$ cat src/rtl/ray_pkg.sv
// Shared types for the ray dispatcher: ray payload, dispatcher FSM states and
// index-width helpers used to size round-robin and FIFO pointers.
package ray_pkg;

    localparam int RAY_POS_W          = 16;
    localparam int RAY_ADDR_W         = 32;
    localparam int DEFAULT_NUM_UNITS  = 4;
    localparam int DEFAULT_FIFO_DEPTH = 4;

    typedef struct packed {
        logic signed [2:0][RAY_POS_W-1:0] v;
        logic [RAY_ADDR_W-1:0]            address;
    } ray_t;

    typedef enum logic [1:0] {
        IDLE,
        ACTIVE,
        DRAIN
    } dispatch_state_e;

    // Index width that never collapses to zero for single-entry configurations.
    function automatic int idx_width(input int n);
        return (n > 1) ? $clog2(n) : 1;
    endfunction

    localparam int UNIT_IDX_W = idx_width(DEFAULT_NUM_UNITS);
    localparam int FIFO_PTR_W = idx_width(DEFAULT_FIFO_DEPTH);

endpackage

$ cat src/rtl/ray_fifo.sv
// Small synchronous FIFO for ray payloads with a registered occupancy count.
// DEPTH must be a power of two so the read/write pointers wrap naturally.
module ray_fifo
    import ray_pkg::*;
#(
    parameter type T     = ray_t,
    parameter int  DEPTH = DEFAULT_FIFO_DEPTH
) (
    input  logic                       clock,
    input  logic                       resetN,
    input  logic                       push,
    input  T                           push_data,
    input  logic                       pop,
    output T                           head,
    output logic                       full,
    output logic                       empty,
    output logic [idx_width(DEPTH):0]  count
);

    localparam int PTR_W = idx_width(DEPTH);
    localparam int CNT_W = PTR_W + 1;

    T                 mem [DEPTH];
    logic [PTR_W-1:0] wr_ptr;
    logic [PTR_W-1:0] rd_ptr;
    logic             do_push;
    logic             do_pop;

    assign full    = (count == CNT_W'(DEPTH));
    assign empty   = (count == '0);
    assign do_push = push && !full;
    assign do_pop  = pop && !empty;
    assign head    = mem[rd_ptr];

    always_ff @(posedge clock) begin
        if (do_push) begin
            mem[wr_ptr] <= push_data;
        end
    end

    // A simultaneous push and pop leaves the count alone while both pointers move.
    always_ff @(posedge clock or negedge resetN) begin
        if (!resetN) begin
            wr_ptr <= '0;
            rd_ptr <= '0;
            count  <= '0;
        end else begin
            if (do_push) begin
                wr_ptr <= wr_ptr + PTR_W'(1);
            end
            if (do_pop) begin
                rd_ptr <= rd_ptr + PTR_W'(1);
            end
            case ({do_push, do_pop})
                2'b10:   count <= count + CNT_W'(1);
                2'b01:   count <= count - CNT_W'(1);
                default: count <= count;
            endcase
        end
    end

endmodule

$ cat src/rtl/ray_dispatcher.sv
// Buffers generated rays and issues them round-robin to ready ray units.
// Define RAY_DISPATCH_STATS_EN to add per-unit grant and stall counters.
module ray_dispatcher
    import ray_pkg::*;
#(
    parameter int POSITION_WIDTH = RAY_POS_W,
    parameter int ADDRESS_WIDTH  = RAY_ADDR_W,
    parameter int NUM_UNITS      = DEFAULT_NUM_UNITS,
    parameter int FIFO_DEPTH     = DEFAULT_FIFO_DEPTH
) (
    input  logic                                              clock,
    input  logic                                              resetN,
    input  logic signed [2:0][POSITION_WIDTH-1:0]             rayV,
    input  logic [ADDRESS_WIDTH-1:0]                          rayAddress,
    input  logic                                              rayStart,
    output logic                                              rayReady,
    output logic                                              rayBusy,
    output logic [NUM_UNITS-1:0][2:0][POSITION_WIDTH-1:0]     unitV,
    output logic [NUM_UNITS-1:0][ADDRESS_WIDTH-1:0]           unitAddress,
    output logic [NUM_UNITS-1:0]                              unitStart,
    input  logic [NUM_UNITS-1:0]                              unitReady,
    input  logic [NUM_UNITS-1:0]                              unitBusy,
    output logic                                              idle
`ifdef RAY_DISPATCH_STATS_EN
    ,
    output logic [NUM_UNITS-1:0][31:0]                        unitIssued,
    output logic [31:0]                                       stallCycles
`endif
);

    localparam int UNIT_W = idx_width(NUM_UNITS);
    localparam int CNT_W  = idx_width(FIFO_DEPTH) + 1;

    typedef struct packed {
        logic [2:0][POSITION_WIDTH-1:0] v;
        logic [ADDRESS_WIDTH-1:0]       address;
    } entry_t;

    entry_t            push_data;
    entry_t            head;
    logic              fifo_full;
    logic              fifo_empty;
    logic [CNT_W-1:0]  fifo_count;
    logic              fifo_empty_next;
    logic              accept_en;
    logic              push;
    logic              pop;

    logic [NUM_UNITS-1:0] eligible;
    logic [UNIT_W-1:0]    rr_ptr;
    logic [UNIT_W-1:0]    grant_idx;
    logic                 grant_valid;
    logic [UNIT_W:0]      cand;
    logic [UNIT_W-1:0]    cand_idx;

    dispatch_state_e state;
    dispatch_state_e state_next;

    assign push_data.v       = rayV;
    assign push_data.address = rayAddress;

    // accept_en keeps rayReady low until the first edge after reset is released.
    assign rayReady = accept_en && !fifo_full;
    assign push     = rayStart && rayReady;
    assign pop      = grant_valid;
    assign eligible = unitReady & ~unitStart;
    assign rayBusy  = !fifo_empty || (|unitStart) || (|unitBusy);
    assign idle     = (state == IDLE);

    assign fifo_empty_next = push ? 1'b0
                                  : (fifo_empty || (pop && fifo_count == CNT_W'(1)));

    ray_fifo #(
        .T     (entry_t),
        .DEPTH (FIFO_DEPTH)
    ) u_fifo (
        .clock     (clock),
        .resetN    (resetN),
        .push      (push),
        .push_data (push_data),
        .pop       (pop),
        .head      (head),
        .full      (fifo_full),
        .empty     (fifo_empty),
        .count     (fifo_count)
    );

    // Round-robin search starting at rr_ptr and wrapping past the last unit.
    always_comb begin
        grant_valid = 1'b0;
        grant_idx   = '0;
        cand        = '0;
        cand_idx    = '0;
        for (int k = 0; k < NUM_UNITS; k++) begin
            cand = {1'b0, rr_ptr} + (UNIT_W + 1)'(k);
            if (cand >= (UNIT_W + 1)'(NUM_UNITS)) begin
                cand = cand - (UNIT_W + 1)'(NUM_UNITS);
            end
            cand_idx = cand[UNIT_W-1:0];
            if (!grant_valid && !fifo_empty && eligible[cand_idx]) begin
                grant_valid = 1'b1;
                grant_idx   = cand_idx;
            end
        end
    end

    always_ff @(posedge clock or negedge resetN) begin
        if (!resetN) begin
            accept_en   <= 1'b0;
            rr_ptr      <= '0;
            unitStart   <= '0;
            unitV       <= '0;
            unitAddress <= '0;
        end else begin
            accept_en <= 1'b1;
            unitStart <= '0;
            if (grant_valid) begin
                unitV[grant_idx]       <= head.v;
                unitAddress[grant_idx] <= head.address;
                unitStart[grant_idx]   <= 1'b1;
                rr_ptr <= (grant_idx == UNIT_W'(NUM_UNITS - 1)) ? '0
                                                                : grant_idx + UNIT_W'(1);
            end
        end
    end

    always_ff @(posedge clock or negedge resetN) begin
        if (!resetN) begin
            state <= IDLE;
        end else begin
            state <= state_next;
        end
    end

    // DRAIN waits for every issued ray to be picked up and finished before going idle.
    always_comb begin
        state_next = state;
        case (state)
            IDLE: begin
                if (push) begin
                    state_next = ACTIVE;
                end
            end
            ACTIVE: begin
                if (fifo_empty_next) begin
                    state_next = DRAIN;
                end
            end
            DRAIN: begin
                if (push) begin
                    state_next = ACTIVE;
                end else if (!(|unitStart) && !(|unitBusy) && fifo_empty) begin
                    state_next = IDLE;
                end
            end
            default: state_next = IDLE;
        endcase
    end

`ifdef RAY_DISPATCH_STATS_EN
    logic stall;
    logic clear_stats;

    assign stall       = !fifo_empty && !grant_valid;
    assign clear_stats = (state == IDLE) && (state_next == ACTIVE);

    // Counters restart with each new frame and stick at all-ones instead of wrapping.
    always_ff @(posedge clock or negedge resetN) begin
        if (!resetN) begin
            unitIssued  <= '0;
            stallCycles <= '0;
        end else if (clear_stats) begin
            unitIssued  <= '0;
            stallCycles <= '0;
        end else begin
            if (stall && stallCycles != '1) begin
                stallCycles <= stallCycles + 32'd1;
            end
            if (grant_valid && unitIssued[grant_idx] != '1) begin
                unitIssued[grant_idx] <= unitIssued[grant_idx] + 32'd1;
            end
        end
    end
`endif

endmodule

$ cat config.mk
export PLATFORM = sky130hd
export DESIGN_NAME = ray_dispatcher
export DESIGN_NICKNAME = d
export VERILOG_FILES = /design/src/rtl/ray_pkg.sv /design/src/rtl/ray_fifo.sv /design/src/rtl/ray_dispatcher.sv
export SDC_FILE = /design/constraint.sdc
export NUM_CORES = 1
export LEC_CHECK = 0
export CAP_MARGIN = 20
export CORE_MARGIN = 2
export CORE_UTILIZATION = 53
export CTS_CLUSTER_SIZE = 25
export DETAILED_ROUTE_END_ITERATION = 8
export GPL_TIMING_DRIVEN = 1
export PLACE_DENSITY = 0.8
export SLEW_MARGIN = 10
export SYNTH_ARGS = -nofsm -noshare
export SYNTH_HDL_FRONTEND = slang
export SYNTH_SLANG_ARGS = --single-unit
$ cat constraint.sdc
create_clock -name clock -period 4.29 [get_ports clock]
set_input_delay 0.429 -clock clock [delete_from_list [all_inputs] [get_ports clock]]
set_output_delay 0.429 -clock clock [all_outputs]
set_load 0.02 [all_outputs]
# Word-level counts from Yosys, hierarchy flattened
# Memory sizes are Yosys's and may differ from the RTL's.
# Cells that the tools add are included.
# word_totals
register_bits,336
mem_bits_rw,320
input_bits,91
elab_cells,128
mem_count,1
# mem_list
memory,words,width,rd,rd_clocked_by_memory_dff,wr,line,text
u_fifo.mem,4,80,1,0,1,ray_fifo.sv:23,T mem [DEPTH];
# op_classes
addsub,12
magnitude_cmp,10
n_eq_ne,10
muxes,39
bitwise_logic,2
reduce_logical,31
# op_table
op,count
192-bit bitwise mux,1
128-bit bitwise mux,1
48-bit demux with 2-bit select,1
32-bit demux with 2-bit select,1
48-bit 2-to-1 mux,1
32-bit 2-to-1 mux,1
2-bit 2-to-1 mux,13
1-bit logical AND,15
2-bit by 3-bit < comparator with 1-bit output (second input constant),5
1-bit 2-to-1 mux,12
3-bit greater-or-equal comparator (second input constant),3
1-bit binary-select mux with 2-bit select,4
4-bit OR reduction,2
2-bit by 1-bit subtractor with 2-bit output (second input constant),4
1-bit zero test,7
2-bit by 1-bit adder with 2-bit output (second input constant),3
2-bit by 2-bit adder with 3-bit output (second input constant),2
2-bit == test (second input constant),3
2-bit one-hot mux with 3 select lines,1
3-bit one-hot mux with 2 select lines,1
4-bit AND,1
2-bit by 1-bit == test with 1-bit output (second input constant),2
4-bit 2-to-1 mux,1
4-bit inverter,1
other kinds (16),18

# Logic depth before layout (Yosys ltp)
# Gate-level depths: netlist of run 1.
# depth
ltp_word,23
mapped_depth,10
depth_no_buf,9

# Hierarchy
# Synthesis of run 1 repeated with hierarchy kept, for this count alone.
# unflattened
hier_cells,1213
area_unflattened_um2,24741.2
# by_module_without_submodules
module,instances,cells_per_inst,area_per_inst_um2
ray_dispatcher,1,758,12688.4
ray_fifo,1,455,12052.8

# Least setup slack after synthesis of run 1
# No wires, ideal clock.
# synth_path
kind,register -> register
start,register u_fifo.count[0]
end,"memory u_fifo.mem[0][0] (netlist bit), enable pin"
t_arrival_ns,3.414
required_time_ns,3.842
path_slack_ns,0.428
path_stages_with_launch,5
n_path_buf,0
synth_period_minus_slack_ns,3.862
path_cell_list,dfrtp_1 -> inv_1 -> ha_1 -> a21boi_0 -> and3_1
# synth_via
elab_chain_len,7
# synth_rtl
element,line,text
"start, declared",ray_fifo.sv:17,output logic [idx_width(DEPTH):0] count
"start signal, assigned",ray_fifo.sv:55,2'b10: count <= count + CNT_W'(1);
"start signal, assigned",ray_fifo.sv:56,2'b01: count <= count - CNT_W'(1);
"start signal, assigned",ray_fifo.sv:57,default: count <= count;
3-bit == test,ray_fifo.sv:29,assign full = (count == CNT_W'(DEPTH));
1-bit zero test,ray_dispatcher.sv:63,assign rayReady = accept_en && !fifo_full;
1-bit logical AND,ray_dispatcher.sv:63,
named net rayReady,ray_dispatcher.sv:16,"output logic rayReady,"
1-bit logical AND,ray_dispatcher.sv:64,assign push = rayStart && rayReady;
1-bit logical AND,ray_fifo.sv:31,assign do_push = push && !full;
1-bit 2-to-1 mux,ray_fifo.sv:36,if (do_push) begin
1-bit 2-to-1 mux (not written as such),ray_fifo.sv:37,mem[wr_ptr] <= push_data;
"end, declared",ray_fifo.sv:23,
# The timed path passes the listed nets, and every way through them passes these cells.

# Worst setup path in the final report of run 1
# layout_path
start,register unitStart[2]
end,register unitV[172] (netlist bit)
# layout_via
elab_chain_len,23
elab_cells_between_ends,34
cone_classes,2 x order compare; 19 x mux; 2 x bitwise; 11 x reduce/logical
# layout_rtl
element,line,text
"start, declared",ray_dispatcher.sv:20,"output logic [NUM_UNITS-1:0] unitStart,"
"start signal, assigned",ray_dispatcher.sv:111,unitStart <= '0;
"start signal, assigned",ray_dispatcher.sv:116,unitStart <= '0;
"start signal, assigned by index",ray_dispatcher.sv:120,unitStart[grant_idx] <= 1'b1;
4-bit inverter *,ray_dispatcher.sv:66,assign eligible = unitReady & ~unitStart;
4-bit AND *,ray_dispatcher.sv:66,
1-bit binary-select mux with 2-bit select,ray_dispatcher.sv:100,if (!grant_valid && !fifo_empty && eligible[cand_idx]) begin
1-bit 2-to-1 mux (not written as such),ray_dispatcher.sv:100,
1-bit logical AND,ray_dispatcher.sv:100,
1-bit 2-to-1 mux,ray_dispatcher.sv:100,
1-bit zero test,ray_dispatcher.sv:100,
1-bit logical AND (2 in a row),ray_dispatcher.sv:100,
(+5 left out),--,
1-bit zero test,ray_dispatcher.sv:100,
1-bit logical AND (2 in a row),ray_dispatcher.sv:100,
2-bit 2-to-1 mux,ray_dispatcher.sv:100,
2-bit by 3-bit < comparator with 1-bit output (not written as such) or 2-bit by 1-bit greater-or-equal comparator with 1-bit output (tied branches),ray_dispatcher.sv:118,unitV[grant_idx] <= head.v;
1-bit logical AND (not written as such),ray_dispatcher.sv:118,
48-bit 2-to-1 mux (not written as such),ray_dispatcher.sv:118,
48-bit demux with 2-bit select,ray_dispatcher.sv:118,
192-bit bitwise mux,ray_dispatcher.sv:118,
"end signal, assigned by index",ray_dispatcher.sv:118,
"end, declared",ray_dispatcher.sv:18,"output logic [NUM_UNITS-1:0][2:0][POSITION_WIDTH-1:0] unitV,"
# Mark *: on every way between the ends. The rest lies on a longest branch, timed or not. The select of a mux whose other input is x is not followed.
# A chain may end at the register's enable or synchronous reset.

==> flow_summary.json, run 1 <==
{
  "ys_ff_latch": 656,
  "syn_area_um2": 24410,
  "io_buffers": 417,
  "vias": 13130,
  "path_class": "reg2reg",
  "power_mw": 28.15,
  "syn_to_final_growth_pct": 29.96,
  "grt_remaining_overflow": 0,
  "cts_made_buffers": 68,
  "endpoint_kind": "flop",
  "seq_area_um2": 18020,
  "grt_usage_pct": 23.75,
  "worstPathMaxFanout": 26,
  "hold_viol_final": 0,
  "antenna_found_initial": 7,
  "critical_path_required_ns": 4.76,
  "cts_tree": "done",
  "cp.arrival_ns": 3.79,
  "p_per_area_nw_per_um2": 887.3,
  "num-nets-final": 1778,
  "gp_congestion": 0.8474,
  "place_area_um2": 29460,
  "synthTopCellsByArea": "edfxtp_1, dfrtp_1, mux2_2",
  "holdPathStages": 1,
  "syn-instance-count": 1217,
  "drc": 0,
  "fill_cells": 2886,
  "dr.pass1.iters": 7,
  "core_um2": 45380,
  "wl_per_cell_um": 23.68,
  "synth.avg_cell_area_um2": 20.06,
  "outcome": "finished clean",
  "skew_ns": 0.01865,
  "ant_nets": 0,
  "ir_worst_vdd_mv": 0.5543,
  "dr.first_iter.drc_count": 759,
  "r2r_setup_slack_ns": 0.96,
  "wl_um": 55200,
  "slew-limit-headroom_pct": 27.14,
  "rr_startpoint": "unitStart[2]$_DFF_PN0_",
  "r2r-end": "unitV[172]$_DFFE_PN0P_",
  "seq_area_frac_synth_pct": 73.80,
  "rsz0062_at_grt": "no",
  "hold_start": "rayV[44]",
  "grt_first_pass_wirelength_um": 84700,
  "cp_cell_sequence": "nor2b_1, mux2i_1, a32o_1, a32oi_1, o31ai_1, ha_1, nand2_4, buf_4, mux2_2",
  "start_util_pct": 53.79,
  "drive_gt1_share_pct": 29.32,
  "fp.dieW_um": 218.6,
  "dpl.hpwl_um": 35210,
  "grt_pass1_vias": 14200,
  "viasPerCell": 5.631,
  "setup_viol": 0,
  "tightest_slew_ns": 1.093,
  "layout_worst_path_cycle_share_pct": 77.55,
  "die_area_um2": 47790,
  "critPathSlowestCell": "nor2b_1",
  "holdCritPathClass": "in2reg",
  "slowest_delay_ns": 0.50,
  "cts.sinks": 656,
  "maxCapViolCount": 0,
  "clkLatencyLatePin_ns": 0.59,
  "grt_max_degree": 104,
  "top_level_ports": 418,
  "synthDistinctLibCells": 40,
  "multiInputGateArea_um2": 6153,
  "worstSetupStartpoint": "unitStart[2]$_DFF_PN0_",
  "worstRegToRegCells": 9,
  "path_clk_slew_ns": 0.06,
  "cts_buffer_depth": 3,
  "drv_slew": 0,
  "synth_nets": 1321,
  "cts_setup_buffers": 0,
  "h-tree-depth": 3,
  "fin_crit_ns": 3.327,
  "max_freq_mhz": 300.6,
  "die_height_um": 218.6,
  "clock-root-buffer": "clkbuf_16",
  "final_cell_area_um2": 31730,
  "power_leakage_nw": 12.00,
  "yosysTopAreaCellShare_pct": 39.36,
  "worstSetupStartpointType": "flop",
  "core.rowCount": 78,
  "synth_area_leader_cell": "edfxtp_1",
  "setup_tns_ns": 0,
  "yosysWarnings": 0,
  "min_to": "u_fifo.mem[1][76]$_DFFE_PP_"
}
## per-layer routing
metal  vias up  share of wire, %  routed length, um  global-route usage (%)
met5         -             0.054                 30                       0
met4         4               2.8               1543                   8.866
met3        99               6.0               3306                   5.094
met2       427                53              29100                   41.65
met1      6968                38              21220                   28.95
li1       5627                 -                  -                       -
## cell type report
class / instances / share of cell area (%)
well taps: 600 / 2.366
clock inverters: 18 / 0.3865
repair buffers: 440 / 14.20
clock buffers: 104 / 6.669
multi-input cells: 497 / 19.40
flip-flops and latches: 656 / 56.82
inverters: 11 / 0.1301
diodes: 5 / 0.03944
## metrics by stage
step                hold slack [ns]  setup slack, ns  util [%]  cells
global placement             0.4721           0.5862     64.93   2203
global route                 0.4584           0.7230     69.91   2331
detailed placement           0.4808           0.4504     64.93   2203
CTS                          0.4375           0.9824     69.88   2326
floorplan                    0.1334           0.4279         -   1217
finish                       0.4747           0.9630     69.91   2331
## state kept, by name, indices dropped and copies added, names as in the netlist
register	count
accept_en	1
rr_ptr	2
state	2
u_fifo.count	3
u_fifo.mem	320
u_fifo.rd_ptr	2
u_fifo.wr_ptr	2
unitAddress	128
unitStart	4
unitV	192
## synthesized netlist by cell type, drive strengths merged
cell       n
dfrtp    336
mux2     321
edfxtp   320
mux4      81
buf       41
nand2     14
ha        13
clkbuf    12
inv       11
nor2      10
a21oi      8
and3       4
nand2b     4
nor2b      4
o21ai      4
xnor2      4
nor4       3
xor2       3
a21boi     2
mux2i      2
nand3      2
o2bb2ai    2
a211oi     1
a2bb2oi    1
a311o      1
a32o       1
a32oi      1
and2       1
and2b      1
conb       1
nand3b     1
nand4      1
nor3       1
o211ai     1
o221ai     1
o311ai     1
o31a       1
o31ai      1
## kinds of logic (layout without fill, tap and decap cells)
group / Yosys count / after routing / share of synthesized area [%]
other cells: 1 / 6 / 0.01536
buf+inv: 64 / 573 / 1.194
fa+ha+maj: 13 / 13 / 0.6663
simple gates: 46 / 46 / 0.9277
compound gates: 26 / 26 / 0.7791
flops: 656 / 656 / 73.80
xor+xnor: 7 / 7 / 0.2511
mux: 404 / 404 / 22.36
## cells in the final DEF, fill, tap and decap left out, types with 3 or more instances in the layout
master             n
a21oi_1            7
and3_4             4
buf_12            12
buf_4             10
clkbuf_1          17
clkbuf_16         77
clkbuf_8           8
clkdlybuf4s50_1  416
clkinv_1           6
clkinv_2           6
dfrtp_1          334
diode_2            5
edfxtp_1         320
ha_1              13
inv_1             11
mux2_1            29
mux2_2           292
mux4_2            81
nand2_1           10
nand2_4            4
nand2b_1           4
nor2_1            10
nor2b_1            4
nor4_1             3
o21ai_0            4
xnor2_1            4
xor2_1             3
## where the power goes
part	switching, mW	total [mW]	internal [mW]
sequential	1.29	9.99	8.70
clock	2.31	5.77	3.47
combinational	5.99	12.4	6.39
total	9.59	28.2	18.6
## worst max-delay path by stage
stage          depth (start not counted)  slack [ns]                    endpoint
2_1_floorplan                          4        0.43  u_fifo.mem[0][0]$_DFFE_PP_
3_3_place_gp                          10        0.59      unitV[168]$_DFFE_PN0P_
3_5_place_dp                          10        0.45      unitV[172]$_DFFE_PN0P_
4_1_cts                                9        0.98      unitV[148]$_DFFE_PN0P_
5_1_grt                                9        0.72      unitV[172]$_DFFE_PN0P_
6_report                               9        0.96      unitV[172]$_DFFE_PN0P_
## critical path, delay by kind of cell, from the launching register on
family,cells,cell delay (ns)
simple gates,2,0.90
compound gates,3,0.78
flops,1,0.40
mux,2,0.57
buf+inv,1,0.33
fa+ha+maj,1,0.23
## repair_timing
action / in CTS / in global routing
gates resized for setup: 0 / 0
endpoints found under the hold margin: 100 / 0
hold buffers: 1 / 0
Power figures use the tool's default switching activity.
==> inputs of run 2 (changes only) <==
--- a/config.mk
+++ b/config.mk
@@ -7,11 +7,11 @@
 export LEC_CHECK = 0
 export CAP_MARGIN = 20
 export CORE_MARGIN = 2
-export CORE_UTILIZATION = 53
+export CORE_UTILIZATION = 48
 export CTS_CLUSTER_SIZE = 25
 export DETAILED_ROUTE_END_ITERATION = 8
 export GPL_TIMING_DRIVEN = 1
-export PLACE_DENSITY = 0.8
+export PLACE_DENSITY = 0.76
 export SLEW_MARGIN = 10
 export SYNTH_ARGS = -nofsm -noshare
 export SYNTH_HDL_FRONTEND = slang
==> constraint.sdc (replaced) <==
create_clock -name clock -period 2.76 [get_ports clock]
set_input_delay 0.276 -clock clock [delete_from_list [all_inputs] [get_ports clock]]
set_output_delay 0.276 -clock clock [all_outputs]
set_load 0.02 [all_outputs]
==> run 2 against run 1 <==
  * Critical path depth unchanged
  * Final area increased by 1.5%
  * Flip-flop and latch count unchanged
  * Count of clock-buffer cells in the layout decreased by 2
  * Critical endpoint is now unitV[1]$_DFFE_PN0P_
  * Non-clock buffer count increased by 33
  * Die area increased by 10%
  * Largest cell class unchanged
  * Setup slack got worse by 0.84 ns
  * Hold slack got worse by 0.27 ns
  * Final cell count increased by 4.5%
  * Critical path type unchanged
  * First-iteration DRC count decreased by 7.0%
==> flow_summary.json, run 2 (synthesis gave the netlist of run 1 again) <==
{
  "outcome": "finished clean",
  "fp.dieW_um": 229.5,
  "worstRegToRegCells": 9,
  "die_height_um": 229.5,
  "fin_util_pct": 64.16,
  "final_cell_mix": "clkdlybuf4s50_1, dfrtp_1, edfxtp_1, mux2_2, mux4_2",
  "grt_pass1_vias": 14070,
  "grt_first_pass_wirelength_um": 86570,
  "place_area_um2": 30020,
  "hold_viol_final": 0,
  "start_util_pct": 48.66,
  "num-nets-final": 1810,
  "r2r_setup_slack_ns": 0.12,
  "r2r-end": "unitV[1]$_DFFE_PN0P_",
  "top_level_ports": 418,
  "worstSetupStartpointType": "flop",
  "holdCritPathClass": "in2async",
  "combPwrFrac_pct": 45.5,
  "power_leakage_nw": 12.20,
  "dpl.hpwl_um": 37510,
  "die_area_um2": 52680,
  "path_clk_slew_ns": 0.06,
  "grt_usage_pct": 21.71,
  "layout_worst_path_cycle_share_pct": 95.61,
  "cts_setup_buffers": 0,
  "largest_reg_flops": 320,
  "cts_tree": "done",
  "ant_nets": 0,
  "cts_buffer_depth": 3,
  "largest_registers": "u_fifo.mem x320, unitV x192, unitAddress x128",
  "io_buffers": 417,
  "grt_remaining_overflow": 0,
  "dp_slack_ns": -0.2754,
  "power_mw": 44.10,
  "slew-limit-headroom_pct": 54.06,
  "cp.arrival_ns": 3.09,
  "h-tree-depth": 3,
  "viasPerCell": 5.362,
  "p_int_mw": 29.04,
  "worstPathMaxFanout": 29,
  "setup_viol": 0,
  "tightest_slew_ns": 0.6891,
  "max_flop_register": "u_fifo.mem",
  "cts.sinks": 656,
  "maxCapViolCount": 0,
  "final_cell_area_um2": 32190,
  "drv_slew": 0,
  "dr.pass1.iters": 4,
  "skew_ns": 0.01387,
  "finalWorstSetupSlack_ns": 0.1211,
  "endpoint_kind": "flop",
  "p_switching_mw": 15.06,
  "vias": 13060,
  "p_per_area_nw_per_um2": 1370,
  "gp_congestion": 0.8046,
  "p_seq_share_pct": 34.9,
  "clkLatencyLatePin_ns": 0.58,
  "clock-root-buffer": "clkbuf_16",
  "rr_startpoint": "unitStart[0]$_DFF_PN0_",
  "drive_gt1_share_pct": 30.55,
  "p_sw_share_pct": 34.16,
  "fin_crit_ns": 2.639,
  "syn_to_final_growth_pct": 31.85,
  "antenna_found_initial": 8,
  "rsz0062_at_grt": "no",
  "core.rowCount": 82,
  "clkPwrFrac_pct": 19.7,
  "drc": 0,
  "wl_per_cell_um": 23.13,
  "max_freq_mhz": 379.0,
  "setup_tns_ns": 0,
  "dr.first_iter.drc_count": 706,
  "wl_um": 56350,
  "critical_path_required_ns": 3.21,
  "grt_max_degree": 72,
  "path_class": "reg2reg",
  "final_common_cell": "clkdlybuf4s50_1",
  "core_um2": 50170,
  "cts_made_buffers": 67,
  "ir_worst_vdd_mv": 0.8937
}
run 2: changes by cell type in the layout (fill, tap and decap cells not counted), sizes merged:
cell           delta
dlygate4sd2       +1
inv               -1
buf              +33
clkinvlp          -1
clkbuf            -2
clkdlybuf4s50     -2
diode             +1
clkinv            +3
dlymetal6s2s      +1
run 2: worst max path at each step:
stage | startpoint | end | slack, ns | cells past startpoint
5_1_grt | unitStart[0]$_DFF_PN0_ | unitV[8]$_DFFE_PN0P_ | 0.01 | 9
3_5_place_dp | unitReady[2] | unitAddress[82]$_DFFE_PN0P_ | -0.28 | 11
4_1_cts | unitStart[0]$_DFF_PN0_ | unitV[1]$_DFFE_PN0P_ | 0.07 | 9
6_report | unitStart[0]$_DFF_PN0_ | unitV[1]$_DFFE_PN0P_ | 0.12 | 9
3_3_place_gp | unitReady[2] | unitAddress[84]$_DFFE_PN0P_ | -0.23 | 11
2_1_floorplan | u_fifo.count[0]$_DFFE_PN0P_ | u_fifo.mem[0][0]$_DFFE_PP_ | -0.22 | 4
run 2: per-stage QoR:
stage          hold slack (ns)  instances
2_1_floorplan         -0.01959       1217
3_3_place_gp            0.2208       2308
3_5_place_dp            0.2259       2308
4_1_cts                 0.1900       2430
5_1_grt                 0.2099       2435
6_report                0.2039       2436
run 2: critical path: stages (launching register included):
cell and delay [ns]:
dfrtp_1 0.42, and2b_2 0.29, nor3_1 0.06, a311o_1 0.36, a21oi_1 0.18, a2bb2oi_1 0.30, ha_1 0.24, nand2_4 0.10
buf_12 0.18, mux2_1 0.34
run 2: power groups by stage:
stage / clock network, mW / logic [mW] / registers (mW)
after global placement: 0 / 19.7 / 15.4
after detailed placement: 0 / 20.2 / 15.5
after floorplan: 0 / 8.61 / 18.0
final: 8.67 / 20.1 / 15.4
after CTS: 8.86 / 20.3 / 15.4
after global routing: 9.28 / 21.2 / 15.7
run 2: metal layers:
layer | wire [um] | global-route usage, % | share of wire, % | vias up
met5 | 24 | 0 | 0.043 | -
met4 | 1659 | 7.386 | 2.9 | 4
met3 | 2855 | 5.105 | 5.1 | 96
met2 | 29120 | 36.98 | 52 | 338
met1 | 22690 | 27.42 | 40 | 6944
li1 | - | - | - | 5680
run 2: timing repair:
action / 4_1_cts / 5_1_grt
gates resized for setup: 3 / 5
hold buffers: 1 / 0
endpoints found under the setup margin: 36 / 152
hold endpoints to repair: 50 / 0
run 2: area by class of cell:
| type | count | area [um2] |
|---|---|---|
| sequential | 656 | 18020 |
| fill | 3459 | 17980 |
| multi-input combinational | 497 | 6170 |
| timing repair buffer | 473 | 4974 |
| clock buffer | 102 | 1997 |
| tap | 672 | 840.8 |
| clock inverter | 19 | 125.1 |
| inverter | 11 | 41.29 |
| antenna | 6 | 15.01 |
==> inputs of run 3 (changes only) <==
==> constraint.sdc (replaced) <==
create_clock -name clock -period 2.76 [get_ports clock]
set_input_delay 0.414 -clock clock [delete_from_list [all_inputs] [get_ports clock]]
set_output_delay 0.414 -clock clock [all_outputs]
set_load 0.02 [all_outputs]
==> run 3 against run 2 <==
  * Count of clock-buffer cells in the layout shrank 6
  * Flip-flop and latch count is the same
  * Sequential power is essentially flat
  * Highest routed layer is now met4
  * Core utilization grew 0.25 points
  * Hold slack gained 0.15 ns
  * First-iteration DRC count grew 23%
  * Die area is the same
==> flow_summary.json, run 3 (synthesis gave the netlist of run 1 again) <==
{
  "cp.arrival_ns": 3.08,
  "dr.pass1.iters": 5,
  "start_util_pct": 48.66,
  "final_common_cell": "clkdlybuf4s50_1",
  "fin_util_pct": 64.40,
  "dr.first_iter.drc_count": 868,
  "rsz0062_at_grt": "no",
  "p_int_mw": 29.38,
  "dpl.hpwl_um": 37410,
  "r2r_setup_slack_ns": 0.14,
  "cts_made_buffers": 68,
  "worstPathMaxFanout": 27,
  "critical_path_required_ns": 3.22,
  "worstRegToRegCells": 10,
  "slowest_delay_ns": 0.40,
  "drc": 0,
  "holdCritPathClass": "in2async",
  "core.rowCount": 82,
  "tightest_slew_ns": 0.5315,
  "power_leakage_nw": 12.25,
  "grt.busiest_layer": "met2",
  "power_mw": 44.60,
  "maxCapViolCount": 0,
  "fin_crit_ns": 2.616,
  "vias": 13070,
  "critPathSlowestCell": "dfrtp_1",
  "use_met3_pct": 4.420,
  "num-nets-final": 1813,
  "cts_buffer_depth": 3,
  "die_area_um2": 52680,
  "largest_reg_flops": 320,
  "hold_viol_final": 0,
  "setup_tns_ns": 0,
  "max_flop_register": "u_fifo.mem",
  "antenna_found_initial": 4,
  "slew-limit-headroom_pct": 64.57,
  "grt_max_degree": 79,
  "setup_viol": 0,
  "grt_usage_pct": 21.77,
  "gp_congestion": 0.8623,
  "drv_slew": 0,
  "grt_first_pass_wirelength_um": 86730,
  "grt_pass1_vias": 14150,
  "top_level_ports": 418,
  "p_seq_share_pct": 34.3,
  "io_buffers": 417,
  "fp.dieW_um": 229.5,
  "combPwrFrac_pct": 45.7,
  "path_clk_slew_ns": 0.06,
  "wl_um": 56930,
  "cp-endpoint": "unitV[168]$_DFFE_PN0P_",
  "clkPwrFrac_pct": 20.0,
  "r2r-end": "unitV[168]$_DFFE_PN0P_",
  "wl_per_cell_um": 23.34,
  "worstSetupStartpointType": "flop",
  "max_freq_mhz": 382.3,
  "outcome": "finished clean",
  "syn_to_final_growth_pct": 32.36,
  "drive_gt1_share_pct": 30.86,
  "grtUsageMet2_pct": 38.02,
  "clock-root-buffer": "clkbuf_16",
  "grt_remaining_overflow": 0,
  "rr_startpoint": "unitStart[2]$_DFF_PN0_",
  "viasPerCell": 5.359,
  "final_cell_mix": "clkdlybuf4s50_1, dfrtp_1, edfxtp_1, mux2_2, mux4_2",
  "cp_cell_sequence": "nor2b_1, buf_4, nor2_1, a32o_1, a32oi_1, o31ai_1, ha_1, nand2_4, buf_12, mux2_2",
  "die_height_um": 229.5,
  "ir_worst_vdd_mv": 0.9364,
  "whs_ns": 0.3507,
  "endpoint_kind": "flop",
  "clkLatencyLatePin_ns": 0.59,
  "p_switching_mw": 15.22,
  "worstSetupStartpoint": "unitStart[2]$_DFF_PN0_",
  "core_um2": 50170,
  "largest_registers": "u_fifo.mem x320, unitV x192, unitAddress x128",
  "p_per_area_nw_per_um2": 1380,
  "met1_usage_pct": 27.21,
  "layout_worst_path_cycle_share_pct": 94.77,
  "cts_tree": "done",
  "skew_ns": 0.01532,
  "path_class": "reg2reg",
  "cts.sinks": 656,
  "p_sw_share_pct": 34.13,
  "h-tree-depth": 3,
  "ant_nets": 0
}
## run 3: cell count changes in the layout (fill, tap and decap cells not counted), moves of 2 or more
cell       delta
buf_4         -2
buf_6         +2
bufinv_16     +2
clkbuf_1      -7
clkbuf_8      +2
clkinv_1      +8
clkinv_2      -3
diode_2       -2
ha_1          -2
ha_2          +2
## run 3: worst min path at each step
stage | startpoint | to | slack [ns] | depth (start not counted)
2_1_floorplan | resetN | accept_en$_DFF_PN0_ | 0.12 | 0
3_3_place_gp | resetN | unitAddress[49]$_DFFE_PN0P_ | 0.39 | 1
3_5_place_dp | resetN | unitAddress[113]$_DFFE_PN0P_ | 0.39 | 1
4_1_cts | resetN | unitAddress[113]$_DFFE_PN0P_ | 0.35 | 2
5_1_grt | resetN | unitAddress[113]$_DFFE_PN0P_ | 0.37 | 2
6_report | resetN | unitAddress[113]$_DFFE_PN0P_ | 0.35 | 2
## run 3: layer usage
| layer | wire [um] | vias to the layer above |
|---|---|---|
| met4 | 1207 | 0 |
| met5 | 0 | - |
| met1 | 22710 | 6960 |
| met3 | 2763 | 80 |
| li1 | - | 5667 |
| met2 | 30250 | 364 |
## run 3: power groups by stage
stage          registers [mW]  logic, mW  clock network (mW)
5_1_grt                  15.6       21.6                9.49
2_1_floorplan            18.0       8.61                   0
6_report                 15.3       20.4                8.91
4_1_cts                  15.3       20.4                9.10
3_5_place_dp             15.4       20.3                   0
3_3_place_gp             15.3       19.9                   0
## run 3: layout make-up
class / instances / area [um2]
flip-flops and latches: 656 / 18020
fillers: 3474 / 17860
multi-input cells: 497 / 6182
repair buffers: 475 / 5020
clock buffers: 96 / 1973
well taps: 672 / 840.8
clock inverters: 28 / 219.0
inverters: 11 / 41.29
diodes: 4 / 10.01
## run 3: through the flow
step	instance area, um2	instances	setup WS (ns)
global route	32310	2439	0.02979
floorplan	24420	1217	-0.2212
detailed placement	30000	2306	-0.3376
CTS	32210	2431	0.03282
finish	32310	2439	0.1443
global placement	30000	2306	-0.3064
## run 3: critical path: cells and delay by family, from the launching register on
family,cells,cell delay [ns]
compound gates,3,0.68
fa+ha+maj,1,0.24
buf+inv,2,0.40
flops,1,0.40
mux,1,0.37
simple gates,3,0.38
## run 3: timing repair
item                                    4_1_cts  5_1_grt
pin swaps                                     0        1
hold endpoints to repair                     53        0
hold buffers                                  1        0
resized for setup                             4        8
endpoints found under the setup margin       44       93
cloned                                        0        3
setup buffers                                 0        1
